[src/rtl/sine_meter_pkg.sv]
// Shared types and sizing for the sine frequency meter.
package sine_meter_pkg;

  typedef enum logic {IDLE, MEASURE} state_e;

  // Window counter width for the default TIMEOUT of 2^24 samples.
  localparam int CNT_W     = 25;
  // One quotient bit per iteration, 32-bit phase increment.
  localparam int DIV_ITERS = 32;

  // Numerator width for PERIODS * 2^32, plus a guard bit.
  function automatic int num_w(input int periods);
    return 32 + $clog2(periods) + 1;
  endfunction

  localparam int NUM_W = num_w(16);

endpackage

[src/rtl/serial_divider.sv]
// Restoring serial divider: 32-bit saturating quotient, one bit per clock.
module serial_divider
  import sine_meter_pkg::*;
#(
  parameter int NUM_W = sine_meter_pkg::NUM_W,
  parameter int DEN_W = CNT_W
) (
  input  logic             i_clk,
  input  logic             i_rst_n,
  input  logic             i_start,
  input  logic [NUM_W-1:0] i_num,
  input  logic [DEN_W-1:0] i_den,
  output logic             o_ready,
  output logic             o_finish,
  output logic             o_busy,
  output logic             o_done,
  output logic [31:0]      o_quot
);

  localparam int IW = $clog2(DIV_ITERS + 1);

  logic             busy_q;
  logic [IW-1:0]    iter_q;
  logic [DEN_W:0]   rem_q;
  logic [DEN_W-1:0] den_q;
  logic [31:0]      lo_q;
  logic [31:0]      quo_q;
  logic [31:0]      res_q;
  logic             sat_q;
  logic             done_q;

  logic [DEN_W:0]   rem_sh;
  logic             fit;
  logic             finish;

  // Partial remainder shifted by one numerator bit, and whether the divisor fits.
  always_comb begin
    rem_sh = {rem_q[DEN_W-1:0], lo_q[31]};
    fit    = rem_sh >= {1'b0, den_q};
  end

  // The result lands on the same edge a new division may be loaded.
  assign finish   = busy_q && (iter_q == IW'(DIV_ITERS));
  assign o_ready  = !busy_q || finish;
  assign o_finish = finish;
  assign o_busy   = busy_q;
  assign o_done   = done_q;
  assign o_quot   = res_q;

  // Load on start, iterate 32 times, then publish the quotient for one pulse.
  always_ff @(posedge i_clk or negedge i_rst_n) begin
    if (!i_rst_n) begin
      busy_q <= 1'b0;
      iter_q <= '0;
      rem_q  <= '0;
      den_q  <= '0;
      lo_q   <= '0;
      quo_q  <= '0;
      res_q  <= '0;
      sat_q  <= 1'b0;
      done_q <= 1'b0;
    end else begin
      done_q <= 1'b0;
      if (busy_q && !finish) begin
        rem_q  <= fit ? (rem_sh - {1'b0, den_q}) : rem_sh;
        lo_q   <= {lo_q[30:0], 1'b0};
        quo_q  <= {quo_q[30:0], fit};
        iter_q <= iter_q + IW'(1);
      end
      if (finish) begin
        res_q  <= sat_q ? '1 : quo_q;
        done_q <= 1'b1;
        busy_q <= 1'b0;
      end
      if (i_start && o_ready) begin
        busy_q <= 1'b1;
        iter_q <= '0;
        den_q  <= i_den;
        // Quotient needs more than 32 bits when den*2^32 <= num.
        sat_q  <= (i_num >> 32) >= NUM_W'(i_den);
        rem_q  <= (DEN_W + 1)'(i_num >> 32);
        lo_q   <= i_num[31:0];
        quo_q  <= '0;
      end
    end
  end

endmodule

[src/rtl/sine_freq_meter.sv]
// Measures a sine tone's frequency over PERIODS cycles as a generator phase increment.
module sine_freq_meter
  import sine_meter_pkg::*;
#(
  parameter int PERIODS = 16,
  parameter int HYST    = 256,
  parameter int TIMEOUT = 16777216
) (
  input  logic               i_clk,
  input  logic               i_rst_n,
  input  logic signed [15:0] i_sample,
  input  logic               i_valid,
  output logic [31:0]        o_phase_adder,
  output logic               o_valid,
  output logic               o_locked,
  output logic               o_busy,
  output logic               o_timeout,
  output logic               o_overrun
);

  localparam int CW = $clog2(TIMEOUT + 1);
  localparam int NW = num_w(PERIODS);
  localparam int PW = $clog2(PERIODS);
  localparam logic [NW-1:0] NUM = NW'(64'(PERIODS) << 32);

  state_e        state_q;
  logic          armed_q;
  logic [CW-1:0] cnt_q;
  logic [PW-1:0] pcnt_q;
  logic          locked_q;
  logic          timeout_q;
  logic          overrun_q;

  logic arm_lvl;
  logic xing;
  logic close;
  logic div_ready;
  logic div_finish;
  logic div_start;

  // Hysteresis: a crossing only counts once the signal has gone well negative.
  always_comb begin
    arm_lvl   = int'(i_sample) <= -HYST;
    xing      = armed_q && !i_sample[15];
    close     = i_valid && (state_q == MEASURE) && xing && (pcnt_q == PW'(PERIODS - 1));
    div_start = close && div_ready;
  end

  serial_divider #(
    .NUM_W (NW),
    .DEN_W (CW)
  ) u_div (
    .i_clk    (i_clk),
    .i_rst_n  (i_rst_n),
    .i_start  (div_start),
    .i_num    (NUM),
    .i_den    (cnt_q),
    .o_ready  (div_ready),
    .o_finish (div_finish),
    .o_busy   (o_busy),
    .o_done   (o_valid),
    .o_quot   (o_phase_adder)
  );

  // Detector, window counters and IDLE/MEASURE control, stepping on valid samples.
  always_ff @(posedge i_clk or negedge i_rst_n) begin
    if (!i_rst_n) begin
      state_q   <= IDLE;
      armed_q   <= 1'b0;
      cnt_q     <= '0;
      pcnt_q    <= '0;
      locked_q  <= 1'b0;
      timeout_q <= 1'b0;
      overrun_q <= 1'b0;
    end else begin
      timeout_q <= 1'b0;
      overrun_q <= 1'b0;
      if (div_finish) locked_q <= 1'b1;
      if (i_valid) begin
        if (arm_lvl) armed_q <= 1'b1;
        case (state_q)
          IDLE: begin
            if (xing) begin
              state_q <= MEASURE;
              armed_q <= 1'b0;
              cnt_q   <= CW'(1);
              pcnt_q  <= '0;
            end
          end
          MEASURE: begin
            if (close) begin
              // Closing crossing also opens the next window; a busy divider drops L.
              armed_q   <= 1'b0;
              cnt_q     <= CW'(1);
              pcnt_q    <= '0;
              overrun_q <= !div_ready;
            end else if (cnt_q == CW'(TIMEOUT - 1)) begin
              state_q   <= IDLE;
              armed_q   <= 1'b0;
              cnt_q     <= '0;
              pcnt_q    <= '0;
              locked_q  <= 1'b0;
              timeout_q <= 1'b1;
            end else begin
              cnt_q <= cnt_q + CW'(1);
              if (xing) begin
                armed_q <= 1'b0;
                pcnt_q  <= pcnt_q + PW'(1);
              end
            end
          end
          default: state_q <= IDLE;
        endcase
      end
    end
  end

  assign o_locked  = locked_q;
  assign o_timeout = timeout_q;
  assign o_overrun = overrun_q;

endmodule

[config.mk]
export PLATFORM = sky130hd
export DESIGN_NAME = sine_freq_meter
export DESIGN_NICKNAME = d
export VERILOG_FILES = /design/src/rtl/sine_meter_pkg.sv /design/src/rtl/serial_divider.sv /design/src/rtl/sine_freq_meter.sv
export SDC_FILE = /design/constraint.sdc
export NUM_CORES = 1
export LEC_CHECK = 0
export ABC_AREA = 1
export CORE_MARGIN = 2
export CORE_UTILIZATION = 35
export CTS_BUF_LIST = sky130_fd_sc_hd__clkbuf_2 sky130_fd_sc_hd__clkbuf_4 sky130_fd_sc_hd__clkbuf_8
export DETAILED_ROUTE_END_ITERATION = 10
export SYNTH_ARGS = -nofsm -noshare
export SYNTH_HDL_FRONTEND = slang
export SYNTH_SLANG_ARGS = --single-unit
[constraint.sdc]
create_clock -name i_clk -period 2.1 [get_ports i_clk]
set_input_delay 0.21 -clock i_clk [delete_from_list [all_inputs] [get_ports i_clk]]
set_output_delay 0.21 -clock i_clk [all_outputs]
set_load 0.01 [all_outputs]
### Yosys cells after proc, flatten, opt, wreduce, memory -nomap -nowiden

Cells that the tools add are included.

* register bits after elaboration: 189
* input port bits: 19
* output and inout bits: 37

* add/sub/neg operators: 4
* magnitude comparators: 3
* eq/ne operators: 5
* mux-type cells: 43
* bitwise operators: 1
* reductions and logical operators: 17

Operator list (count)
* $mux 32: 5
* $mux 25: 6
* $pmux 25 s2: 1
* $ge 26x25->1: 1
* $add 25x1->25 const B: 1
* $eq 25x24->1 const B: 1
* $ge 5x25->1 const A: 1
* $sub 25x25->25: 1
* $mux 1: 22
* $le 16x9->1 const B: 1
* $mux 4: 4
* $mux 6: 2
* $logic_and 1x1->1: 8
* $pmux 4 s2: 1
* $add 6x1->6 const B: 1
* $eq 6x6->1 const B: 1
* $add 4x1->4 const B: 1
* $eq 4x4->1 const B: 1
* $logic_not 1->1: 4
* $ne 4x1->1 const B: 1
* $pmux 1 s2: 2
* $reduce_bool 2->1: 2
* $reduce_and 3->1: 1
* $ne 2x2->1 const B: 1
* 3 further kinds: 3

### Longest topological paths before layout

Gate-level depths: netlist of run 1.

* word-level depth: 7
* depth in mapped cells: 15

### Hierarchy

A second synthesis of run 1 with hierarchy kept.

* cells, all modules: 1399
* area total of the unflattened synthesis: 10611.4 µm²

Modules (own cells, without submodules)
* serial_divider: times used 1, cells each 1084, area each 8416.8 µm²
* sine_freq_meter: times used 1, cells each 315, area each 2194.6 µm²

### Least setup slack after synthesis of run 1

OpenSTA, ideal clock, no wires.

* kind: register -> register
* start: reg u_div.rem_q[16]
* end: reg u_div.rem_q[3]
* setup time: 117 ps
* data arrival time: 1786 ps
* setup slack: 197 ps
* cell stages (with the launch flop): 12
* period minus slack after synthesis: 1903 ps
* path through: dfrtp_1 -> ha_1 -> nand2_2 -> inv_1 -> a21oi_1 -> nand2_1 -> a21oi_2 -> buf_4 -> buf_2 -> nand4_1 -> nand3_1 -> nand2_1

* longest elaborated chain between the ends: 4

Ends and longest elaborated chain
* start: declaration: RTL line serial_divider.sv:24 `logic [DEN_W:0] rem_q;`
* start signal: assignment: RTL line serial_divider.sv:65 `rem_q <= fit ? (rem_sh - {1'b0, den_q}) : rem_sh;`
* start signal: assignment: RTL line serial_divider.sv:81 `rem_q <= (DEN_W + 1)'(i_num >> 32);`
* $ge 26x25->1: RTL line serial_divider.sv:39 `fit = rem_sh >= {1'b0, den_q};`
* $mux 25: RTL line serial_divider.sv:65
* $mux 25: RTL line serial_divider.sv:64 `if (busy_q && !finish) begin`
* $mux 25: RTL line serial_divider.sv:75 `if (i_start && o_ready) begin`

Every way passes these cells. The select of a mux whose other input is x is not followed.
A chain may end at the register's enable or synchronous reset.

### Worst setup path in the final report of run 1

* start: reg u_div.den_q[12]
* end: reg u_div.rem_q[17]

* longest elaborated chain between the ends: 4

Ends and longest elaborated chain
* start: declaration: RTL line serial_divider.sv:25 `logic [DEN_W-1:0] den_q;`
* start signal: assignment: RTL line serial_divider.sv:78 `den_q <= i_den;`
* $sub 25x25->25 or $ge 26x25->1 (tied branches): RTL line serial_divider.sv:65, serial_divider.sv:39
* $mux 25 (*): RTL line serial_divider.sv:65
* $mux 25 (*): RTL line serial_divider.sv:64
* $mux 25 (*): RTL line serial_divider.sv:75

Every way passes the cells marked *; elsewhere a longest branch is shown, timed or not. The select of a mux whose other input is x is not followed.

==> results of run 1 <==
## worst max-delay path: cells and delay by family, from the launching register on
| kind | cells | cell delay [ns] |
|---|---|---|
| AND/OR/NAND/NOR | 7 | 0.54 |
| AO/OA/AOI/OAI | 2 | 0.50 |
| flip-flops | 1 | 0.41 |
| buffers and inverters | 2 | 0.25 |
| adder cells (fa/ha/maj) | 1 | 0.22 |
## per-stage QoR
stage                     total power, mW  hold WS [ns]  instance area, um^2  instances
after floorplan                     4.316      -0.08559                 9102       1198
after global placement              4.800        0.2229                10370       1609
after detailed placement            4.826        0.2288                10370       1609
after CTS                           7.250        0.2980                10880       1644
after global routing                7.639        0.3133                11390       1661
final                               7.224        0.2872                11390       1661
## layer usage
metal	share of wire [%]	wire length, um
met2	47	11410
met1	47	11460
met3	4.6	1116
met5	0	0
met4	1.4	337
## kinds of logic (layout without fill, tap and decap cells)
logic type / Yosys count / count (layout) / share of synthesized area [%]
AND/OR/NAND/NOR: 576 / 576 / 28.38
buffers and inverters: 244 / 372 / 10.90
AO/OA/AOI/OAI: 163 / 163 / 10.61
flip-flops: 157 / 157 / 43.16
adder cells (fa/ha/maj): 31 / 31 / 4.344
XOR/XNOR: 27 / 27 / 2.598
## worst max-delay path by stage
stage	depth (start not counted)	start	end	slack, ns
2_1_floorplan	11	u_div.rem_q[16]$_DFFE_PN0P_	u_div.rem_q[3]$_DFFE_PN0P_	0.20
3_3_place_gp	12	u_div.den_q[15]$_DFFE_PN0P_	u_div.rem_q[12]$_DFFE_PN0P_	-0.02
3_5_place_dp	12	u_div.den_q[14]$_DFFE_PN0P_	u_div.rem_q[5]$_DFFE_PN0P_	-0.06
4_1_cts	14	u_div.den_q[11]$_DFFE_PN0P_	u_div.rem_q[2]$_DFFE_PN0P_	0.0007
5_1_grt	13	u_div.rem_q[3]$_DFFE_PN0P_	u_div.rem_q[5]$_DFFE_PN0P_	-0.03
6_report	12	u_div.den_q[12]$_DFFE_PN0P_	u_div.rem_q[17]$_DFFE_PN0P_	0.08
## Yosys cell counts (all sizes together)
cell,count,area share (%)
and3,1,0.069
dfrtp,157,43
ha,30,4.1
nor4,7,0.48
fa,1,0.22
a21oi,15,0.91
nand4,46,3.5
a31oi,1,0.069
nor3,11,0.66
nand3,61,3.5
inv,204,8.4
xor2,18,1.7
o21a,1,0.083
xnor2,9,0.87
o21ai,92,5.1
o21bai,1,0.083
o211ai,1,0.083
a21bo,1,0.11
o22ai,49,4.1
clkbuf,18,0.74
a22oi,1,0.083
nand2,345,15
nand3b,9,0.88
nor2,92,4.3
buf,21,1.7
clkinv,1,0.055
o31ai,1,0.083
or2,1,0.069
and2,3,0.21
## what timing repair did
action / CTS / global route
hold buffers: 1 / 0
hold endpoints to repair: 50 / 0
pin swaps: 3 / 22
setup endpoints to repair: 24 / 28
buffers inserted: 2 / 16
gates resized for setup: 8 / 87
cloned: 0 / 1
## flip-flops by register name (all words and copies together), names as in the netlist, 4 cells and up
name / cells
u_div.o_quot: 32
u_div.quo_q: 32
cnt_q: 25
u_div.den_q: 25
u_div.rem_q: 25
u_div.iter_q: 6
pcnt_q: 4
## layout make-up
type	instances	area [um^2]	share of cell area [%]
timing repair buffer	135	1240	10.89
tap	335	419.2	3.681
sequential	157	3929	34.50
clock inverter	15	191.4	1.681
clock buffer	17	234.0	2.055
inverter	205	773.2	6.790
multi-input combinational	797	4601	40.40
## report_power, final
part           internal, mW  total, mW  switching [mW]
clock                  1.02       2.39            1.37
sequential             3.25       3.44           0.192
combinational         0.586       1.39           0.807
total                  4.86       7.22            2.36
==> results.toml, run 1 <==
[timing]
setup_ws_ns = 0.08285
setup_tns_ns = 0
worst_pin_slew_ns = 0.5758
clock_skew_ns = 0.01675
drv_slew = 0
rsz0062_at_grt = "yes"
max_freq_mhz = 495.8
final.period_utilization_pct = 96.05
setup_viol = 0
fin_crit_ns = 2.017
slew_headroom_pct = 61.61
finalHoldViolCount = 0

[routing]
vias = 8139
wirelength_mm = 24.32
ant_nets = 0
drt-initial-drc-count = 509
dr.pass1.iters = 5
wl_per_cell_um = 14.64
post-route-drc-count = 0
vias_per_cell = 4.900

[clock_tree]
cts_max_level = 4
cts-root-buf = "clkbuf_8"
numCtsBuffers = 17
clock_sinks = 157
cts.path.max_buffers = 2
insertion_delay_ns = 0.47
cts_tree = "yes"
cts.clk_slew.worst_paths_ns = 0.10

[setup_path]
worstReg2RegEnd = "u_div.rem_q[17]$_DFFE_PN0P_"
startpoint_type = "flip-flop"
r2r_cells = 12
ff2ff_setup_slack_ns = 0.08
crit_fanout = 4
cpPeakStageDelay_ns = 0.41
crit_arrival_ns = 2.38
worst_ep_required_time_ns = 2.46
regToRegStartpoint = "u_div.den_q[12]$_DFFE_PN0P_"
cpMaxStageDelayCell = "dfrtp_1"
crit_path_end_kind = "flip-flop"
crit_top_cell = "nand2_1"
path_cells = "inv_2, ha_4, buf_4, nand2_1, nand2_1, o21bai_1, a21oi_1, nand2_1, nand2_1, nand3_1, nand2_1, nand2_1"
path_class = "flip-flop to flip-flop"

[placement]
dp_slack_ns = -0.05736
dp_hpwl_mm = 17.78
portBuffers = 55
place_congestion = 0.9217

[min_path]
hold_path.class = "input port to async pin"

[die]
rows = 59
die_y_um = 165.3
core_um2 = 25760
fp.dieW_um = 165.3
die-area_um2 = 27310
ios = 56
start_util_pct = 35.33

[synthesis]
synth_warnings = 0
ys_types = 46
synth_cells = 1198
syn_area_um2 = 9102
yosysSeqAreaShare_pct = 43.16
ys_seq_elements = 157
syn-num-nets = 1248
syn_avg_cell_area_um2 = 7.598

[cells_and_area]
diodes = 0
utilization_pct = 44.20
layout-drive-gt1-share_pct = 18.48
n_fill_cell = 2570
layout_common_cells = "nand2_1 (304), inv_1 (179), dfrtp_1 (157)"
area_growth_pct = 25.10
final_common_cell = "nand2_1"
nets = 1363

[global_route]
grt-busiest-layer = "met2"
grt_max_degree = 66
met1_usage_pct = 25.74
overflow = 0
grtUsageMet2_pct = 29.19
grt_pass1_wl_mm = 39.26
grt_usage_pct = 18.26
grt_use_met3_pct = 3.222
grt_antenna_before_repair = 0
first_global_vias = 7818

[pwr]
powerDensity_nw_per_um2 = 634.4
leakage_nw = 5.690
irDropWorstVdd_v = 0.0003849

[flow_run]
cap_viol_max_count = 0

[status]
status = "finished, final reports clean"
No activity file was read; power rests on OpenSTA's default activity.
==> run 2: changes to the inputs <==
--- a/config.mk
+++ b/config.mk
@@ -5,10 +5,10 @@
 export SDC_FILE = /design/constraint.sdc
 export NUM_CORES = 1
 export LEC_CHECK = 0
-export ABC_AREA = 1
 export CORE_MARGIN = 2
 export CORE_UTILIZATION = 35
 export CTS_BUF_LIST = sky130_fd_sc_hd__clkbuf_2 sky130_fd_sc_hd__clkbuf_4 sky130_fd_sc_hd__clkbuf_8
+export CTS_CLUSTER_SIZE = 24
 export DETAILED_ROUTE_END_ITERATION = 10
 export SYNTH_ARGS = -nofsm -noshare
 export SYNTH_HDL_FRONTEND = slang
==> run 2 against run 1 <==
- via count decreased by 11%
- first-iteration DRC count decreased by 17%
- non-clock buffer count increased by 134
- clock skew increased by 0.0024 ns
- highest routed layer unchanged
- design area increased by 0.47%
- sequential cell count unchanged
- final cell count decreased by 15%
- die area decreased by 11%
- the flow now finishes with violations (setup timing)
==> results.toml, run 2 <==
[clock_tree]
clock_sinks = 157
cts-root-buf = "clkbuf_8"
cts_tree = "yes"
numCtsBuffers = 17
cts_max_level = 4
insertion_delay_ns = 0.49
cts.path.max_buffers = 2
cts.clk_slew.worst_paths_ns = 0.10

[global_route]
overflow = 0
grt_pass1_wl_mm = 36.29
grt_max_degree = 67
grt_antenna_before_repair = 0
grt_usage_pct = 18.63
first_global_vias = 7116

[cells_and_area]
nets = 1169
final_common_cell = "buf_4"
layout_common_cells = "buf_4 (191), dfrtp_1 (155), nand2_1 (124)"
area_growth_pct = 41.35
layout-drive-gt1-share_pct = 29.59
utilization_pct = 50.53
design_area_um2 = 11440
diodes = 0

[timing]
finalHoldViolCount = 0
setup_ws_ns = -0.4097
fin_crit_ns = 2.510
drv_slew = 0
rsz0062_at_grt = "yes"
final.period_utilization_pct = 119.5
worst_pin_slew_ns = 0.5304
clock_skew_ns = 0.01917
slew_headroom_pct = 64.31
holdWs_ns = 0.2099
max_freq_mhz = 398.5
setup_viol = 26
setup_tns_ns = -9.053

[synthesis]
syn_area_um2 = 8094
yosys-top-cells-area = "dfrtp_1 (49%), o21ai_0 (7.0%), nand2_1 (5.9%)"
ys_seq_elements = 157
synth_edf_count = 0
synth_cells = 877
synth_most_common_cell = "dfrtp_1"
yosysTopAreaCellShare_pct = 48.54
synth_warnings = 0
yosysSeqAreaShare_pct = 48.54
ys_types = 63
async_flop_share_pct = 100.0
synth_ff_type = "dfrtp_1"
syn_avg_cell_area_um2 = 9.229
synth_commonest_cells = "dfrtp_1 (157), nand2_1 (127), o21ai_0 (113)"
syn-num-nets = 927
synth_area_leader_cell = "dfrtp_1"

[min_path]
hold_path.class = "input port to async pin"

[die]
rows = 55
fp.dieW_um = 156.1
start_util_pct = 35.75
ios = 56
core_um2 = 22640
die-area_um2 = 24360
die_y_um = 156.1

[status]
violations = "setup timing"
status = "finished with violations"

[routing]
vias = 7237
dr.pass1.iters = 5
wl_per_cell_um = 15.53
vias_per_cell = 5.107
drt-initial-drc-count = 422
post-route-drc-count = 0
ant_nets = 0
wirelength_mm = 22.01

[placement]
place_congestion = 0.8596
portBuffers = 55
dp_hpwl_mm = 14.84
placed_area_um2 = 10340

[setup_path]
ff2ff_setup_slack_ns = -0.41
r2r_cells = 10
worst_ep_required_time_ns = 2.47
worstReg2RegEnd = "u_div.rem_q[3]$_DFFE_PN0P_"
crit_fanout = 5
crit_arrival_ns = 2.88
startpoint_type = "flip-flop"
path_class = "flip-flop to flip-flop"
regToRegStartpoint = "u_div.rem_q[0]$_DFFE_PN0P_"
crit_path_end_kind = "flip-flop"

[pwr]
power_mw = 13.09
irDropWorstVdd_v = 0.0007780
leakage_nw = 5.323
powerDensity_nw_per_um2 = 1144

[flow_run]
cap_viol_max_count = 0
run 2: cell count changes after synthesis, moves of 11 or more:
cell,delta
nor2_2,-12
o22ai_1,-39
nand3_1,-44
nand2_1,-201
clkbuf_1,+16
nand4_1,-28
inv_1,-155
o21ai_0,+45
o31ai_1,+11
xor2_1,-11
a22o_1,+33
nand2_2,-15
a21oi_1,+19
mux2i_1,+16
run 2: power breakdown:
group / total [mW] / leakage [nW] / internal, mW / switching (mW)
Clock: 2.28 / 0.203 / 0.900 / 1.38
Sequential: 3.95 / 1.96 / 3.54 / 0.402
Combinational: 6.86 / 3.16 / 3.47 / 3.39
Total: 13.1 / 5.32 / 7.92 / 5.17
run 2: how the worst max path moves through the flow:
stage | from | to | slack [ns] | depth (start not counted)
finish | u_div.rem_q[0]$_DFFE_PN0P_ | u_div.rem_q[3]$_DFFE_PN0P_ | -0.41 | 10
global route | u_div.den_q[9]$_DFFE_PN0P_ | u_div.rem_q[24]$_DFFE_PN0P_ | -0.55 | 11
CTS | u_div.den_q[7]$_DFFE_PN0P_ | u_div.rem_q[1]$_DFFE_PN0P_ | -0.37 | 12
detailed placement | u_div.den_q[0]$_DFFE_PN0P_ | u_div.rem_q[3]$_DFFE_PN0P_ | -0.49 | 9
global placement | u_div.den_q[0]$_DFFE_PN0P_ | u_div.rem_q[23]$_DFFE_PN0P_ | -0.38 | 9
floorplan | u_div.rem_q[16]$_DFFE_PN0P_ | u_div.rem_q[23]$_DFFE_PN0P_ | -0.19 | 10
run 2: critical path, stage by stage, from the launching register on:
cell and delay (ns):
dfrtp_1 0.42, buf_4 0.14, ha_1 0.29, ha_1 0.16, nand4_1 0.09, or4_4 0.43
nand4b_1 0.16, buf_4 0.16, and2_4 0.23, mux2i_1 0.24, o21ai_1 0.07
run 2: cells by family (layout without fill, tap and decap cells):
group,after synthesis,count (layout),synth area share (%)
compound gates,267,267,20.50
xor+xnor,22,22,2.381
fa+ha+maj,31,31,4.885
buf+inv,88,341,4.715
flops,157,157,48.54
mux,16,16,1.979
simple gates,296,298,17.00
run 2: stage by stage:
step                      setup slack, ns  cells
after global routing              -0.5487   1417
after detailed placement          -0.4890   1348
after CTS                         -0.3660   1401
after floorplan                   -0.1939    877
after global placement            -0.3798   1348
final                             -0.4097   1417
run 2: what timing repair did:
| item | in CTS | in global routing |
|---|---|---|
| endpoints found under the setup margin | 40 | 115 |
| cloned | 5 | 0 |
| setup buffers | 15 | 20 |
| hold endpoints to repair | 42 | 0 |
| hold buffers | 1 | 0 |
| pin swaps | 16 | 36 |
| gates resized for setup | 48 | 72 |
run 2: final cells by class:
type / count / area [um^2]
sequential: 157 / 3931
multi-input combinational: 634 / 4249
clock inverter: 15 / 165.2
timing repair buffer: 269 / 2355
inverter: 40 / 150.1
tap: 285 / 356.6
fill: 2070 / 11200
clock buffer: 17 / 234.0
run 2: layer usage:
metal	global-route usage (%)	wire [um]
met2	30.45	10670
met3	3.472	736
met4	5.024	255
met1	25.43	10350
met5	0	0
==> run 3: changes to the inputs <==
--- a/config.mk
+++ b/config.mk
@@ -6,10 +6,11 @@
 export NUM_CORES = 1
 export LEC_CHECK = 0
 export CORE_MARGIN = 2
-export CORE_UTILIZATION = 35
+export CORE_UTILIZATION = 40
 export CTS_BUF_LIST = sky130_fd_sc_hd__clkbuf_2 sky130_fd_sc_hd__clkbuf_4 sky130_fd_sc_hd__clkbuf_8
 export CTS_CLUSTER_SIZE = 24
 export DETAILED_ROUTE_END_ITERATION = 10
+export GPL_ROUTABILITY_DRIVEN = 0
 export SYNTH_ARGS = -nofsm -noshare
 export SYNTH_HDL_FRONTEND = slang
 export SYNTH_SLANG_ARGS = --single-unit
==> run 3 against run 2 <==
- the run still ends with setup timing left
- maximum frequency is 0.38% higher
- non-clock buffer count is 28 lower
- global-route usage is 1.5 points higher
- first-iteration DRC count shrank 1.4%
- largest power group unchanged
- worst hold slack gained 0.027 ns
- critical endpoint is now u_div.rem_q[22]$_DFFE_PN0P_
- register-to-register slack about the same
- setup slack better by 0.0095 ns
- via count fell by 1.8%
- clock power is 6% higher
- sequential share of layout area rose by 0.55 points
==> results.toml, run 3 (synthesis gave the netlist of run 2 again) <==
[cells_and_area]
layout_common_cells = "buf_4 (166), dfrtp_1 (156), nand2_1 (121)"
diodes = 0
seqCellArea_um2 = 3930
nets = 1142
final_common_cell = "buf_4"
area_growth_pct = 39.09
instances_no_fill = 1374
layout-drive-gt1-share_pct = 27.90
design_area_um2 = 11260
n_fill_cell = 1838
multi_input_area_um2 = 4274

[setup_path]
path_class = "flip-flop to flip-flop"
crit_arrival_ns = 2.86
regToRegStartpoint = "u_div.den_q[7]$_DFFE_PN0P_"
worstReg2RegEnd = "u_div.rem_q[22]$_DFFE_PN0P_"
worst_ep_required_time_ns = 2.46
crit_fanout = 3
ff2ff_setup_slack_ns = -0.40
r2r_cells = 11
startpoint_type = "flip-flop"
crit_path_end_kind = "flip-flop"

[min_path]
hold_path.class = "input port to async pin"

[clock_tree]
cts_max_level = 4
cts.clk_slew.worst_paths_ns = 0.10
cts-root-buf = "clkbuf_8"
cts_tree = "yes"
clock_sinks = 157
cts.path.max_buffers = 2
numCtsBuffers = 17
insertion_delay_ns = 0.47

[placement]
portBuffers = 55
dp_hpwl_mm = 14.51
placed_area_um2 = 10270
dp_slack_ns = -0.4972
dp.cells = 1324

[global_route]
grt_max_degree = 67
first_global_vias = 7005
grt_usage_pct = 20.09
overflow = 0
grt_antenna_before_repair = 0
grt_pass1_wl_mm = 34.76

[routing]
drt-initial-drc-count = 416
dr.pass1.iters = 5
vias_per_cell = 5.170
post-route-drc-count = 0
ant_nets = 0
vias = 7104
wirelength_mm = 21.35
wl_per_cell_um = 15.53

[timing]
slew_headroom_pct = 51.95
setup_ws_ns = -0.4002
clock_skew_ns = 0.02140
setup_tns_ns = -8.758
final.period_utilization_pct = 119.1
worst_pin_slew_ns = 0.7200
fin_crit_ns = 2.500
finalHoldViolCount = 0
max_freq_mhz = 400.0
rsz0062_at_grt = "yes"
drv_slew = 0
setup_viol = 26
holdWs_ns = 0.2370

[pwr]
irDropWorstVdd_v = 0.0008092
p_sw_share_pct = 38.84
leakage_nw = 5.157
powerDensity_nw_per_um2 = 1182
p_int_mw = 8.138
pwr-share-comb_pct = 52.2
seq_power_share_pct = 29.6
p_clk_share_pct = 18.1
switchingPower_mw = 5.168

[die]
die-area_um2 = 21390
core_um2 = 20040
fp.dieW_um = 146.3
start_util_pct = 40.39
die_y_um = 146.3
rows = 52
ios = 56

[flow_run]
cap_viol_max_count = 0

[status]
status = "finished with violations"
violations = "setup timing"
run 3: worst max path at each step:
stage                                start                          end  cells past startpoint
2_1_floorplan  u_div.rem_q[16]$_DFFE_PN0P_  u_div.rem_q[23]$_DFFE_PN0P_                     10
3_3_place_gp    u_div.den_q[0]$_DFFE_PN0P_  u_div.rem_q[23]$_DFFE_PN0P_                      9
3_5_place_dp    u_div.den_q[0]$_DFFE_PN0P_   u_div.rem_q[3]$_DFFE_PN0P_                      9
4_1_cts         u_div.den_q[7]$_DFFE_PN0P_  u_div.rem_q[22]$_DFFE_PN0P_                     11
5_1_grt         u_div.den_q[7]$_DFFE_PN0P_  u_div.rem_q[22]$_DFFE_PN0P_                     11
6_report        u_div.den_q[7]$_DFFE_PN0P_  u_div.rem_q[22]$_DFFE_PN0P_                     11
run 3: worst max-delay path, stage by stage, from the launching register on:
cell and delay (ns):
dfrtp_1 0.38, inv_2 0.08, ha_4 0.21, a21oi_2 0.16, o21ai_2 0.08, or3b_4 0.39, o221ai_4 0.18, buf_6 0.14
a211oi_2 0.06, or4_1 0.48, a21oi_2 0.14, o31ai_2 0.08
run 3: area by class of cell:
| cell class | instances | share of cell area (%) |
|---|---|---|
| inverters | 40 | 1.334 |
| clock buffers | 17 | 2.078 |
| multi-input cells | 635 | 37.96 |
| flip-flops and latches | 157 | 34.91 |
| clock inverters | 14 | 1.511 |
| well taps | 270 | 3.001 |
| repair buffers | 241 | 19.20 |
run 3: power by group through the flow:
stage                     logic [mW]  clock network, mW  registers (mW)
after global placement          5.88                  0            3.94
final                           6.95               2.41            3.94
after floorplan                 3.52                  0            3.91
after detailed placement        5.96                  0            3.96
after CTS                       6.48               2.46            3.90
after global routing            7.63               2.58            4.01
run 3: metrics by stage:
step	power [mW]	utilization, %
floorplan	7.431	-
global placement	9.823	51.27
detailed placement	9.915	51.27
CTS	12.85	54.13
global route	14.22	56.18
finish	13.31	56.18
run 3: what timing repair did:
item,CTS,global route
pin swaps,10,29
buffers inserted,5,6
resized for setup,32,78
hold endpoints to repair,44,0
setup endpoints to repair,40,58
hold buffers,1,0
cloned,4,3
run 3: per-layer routing:
metal  track usage (%)  vias up  wire length [um]
met3             3.562       29               756
met4             5.583        0               389
met1             27.77     3409              9975
met2             32.74      131             10220
li1                  -     3535                 -
met5                 0        -                 0
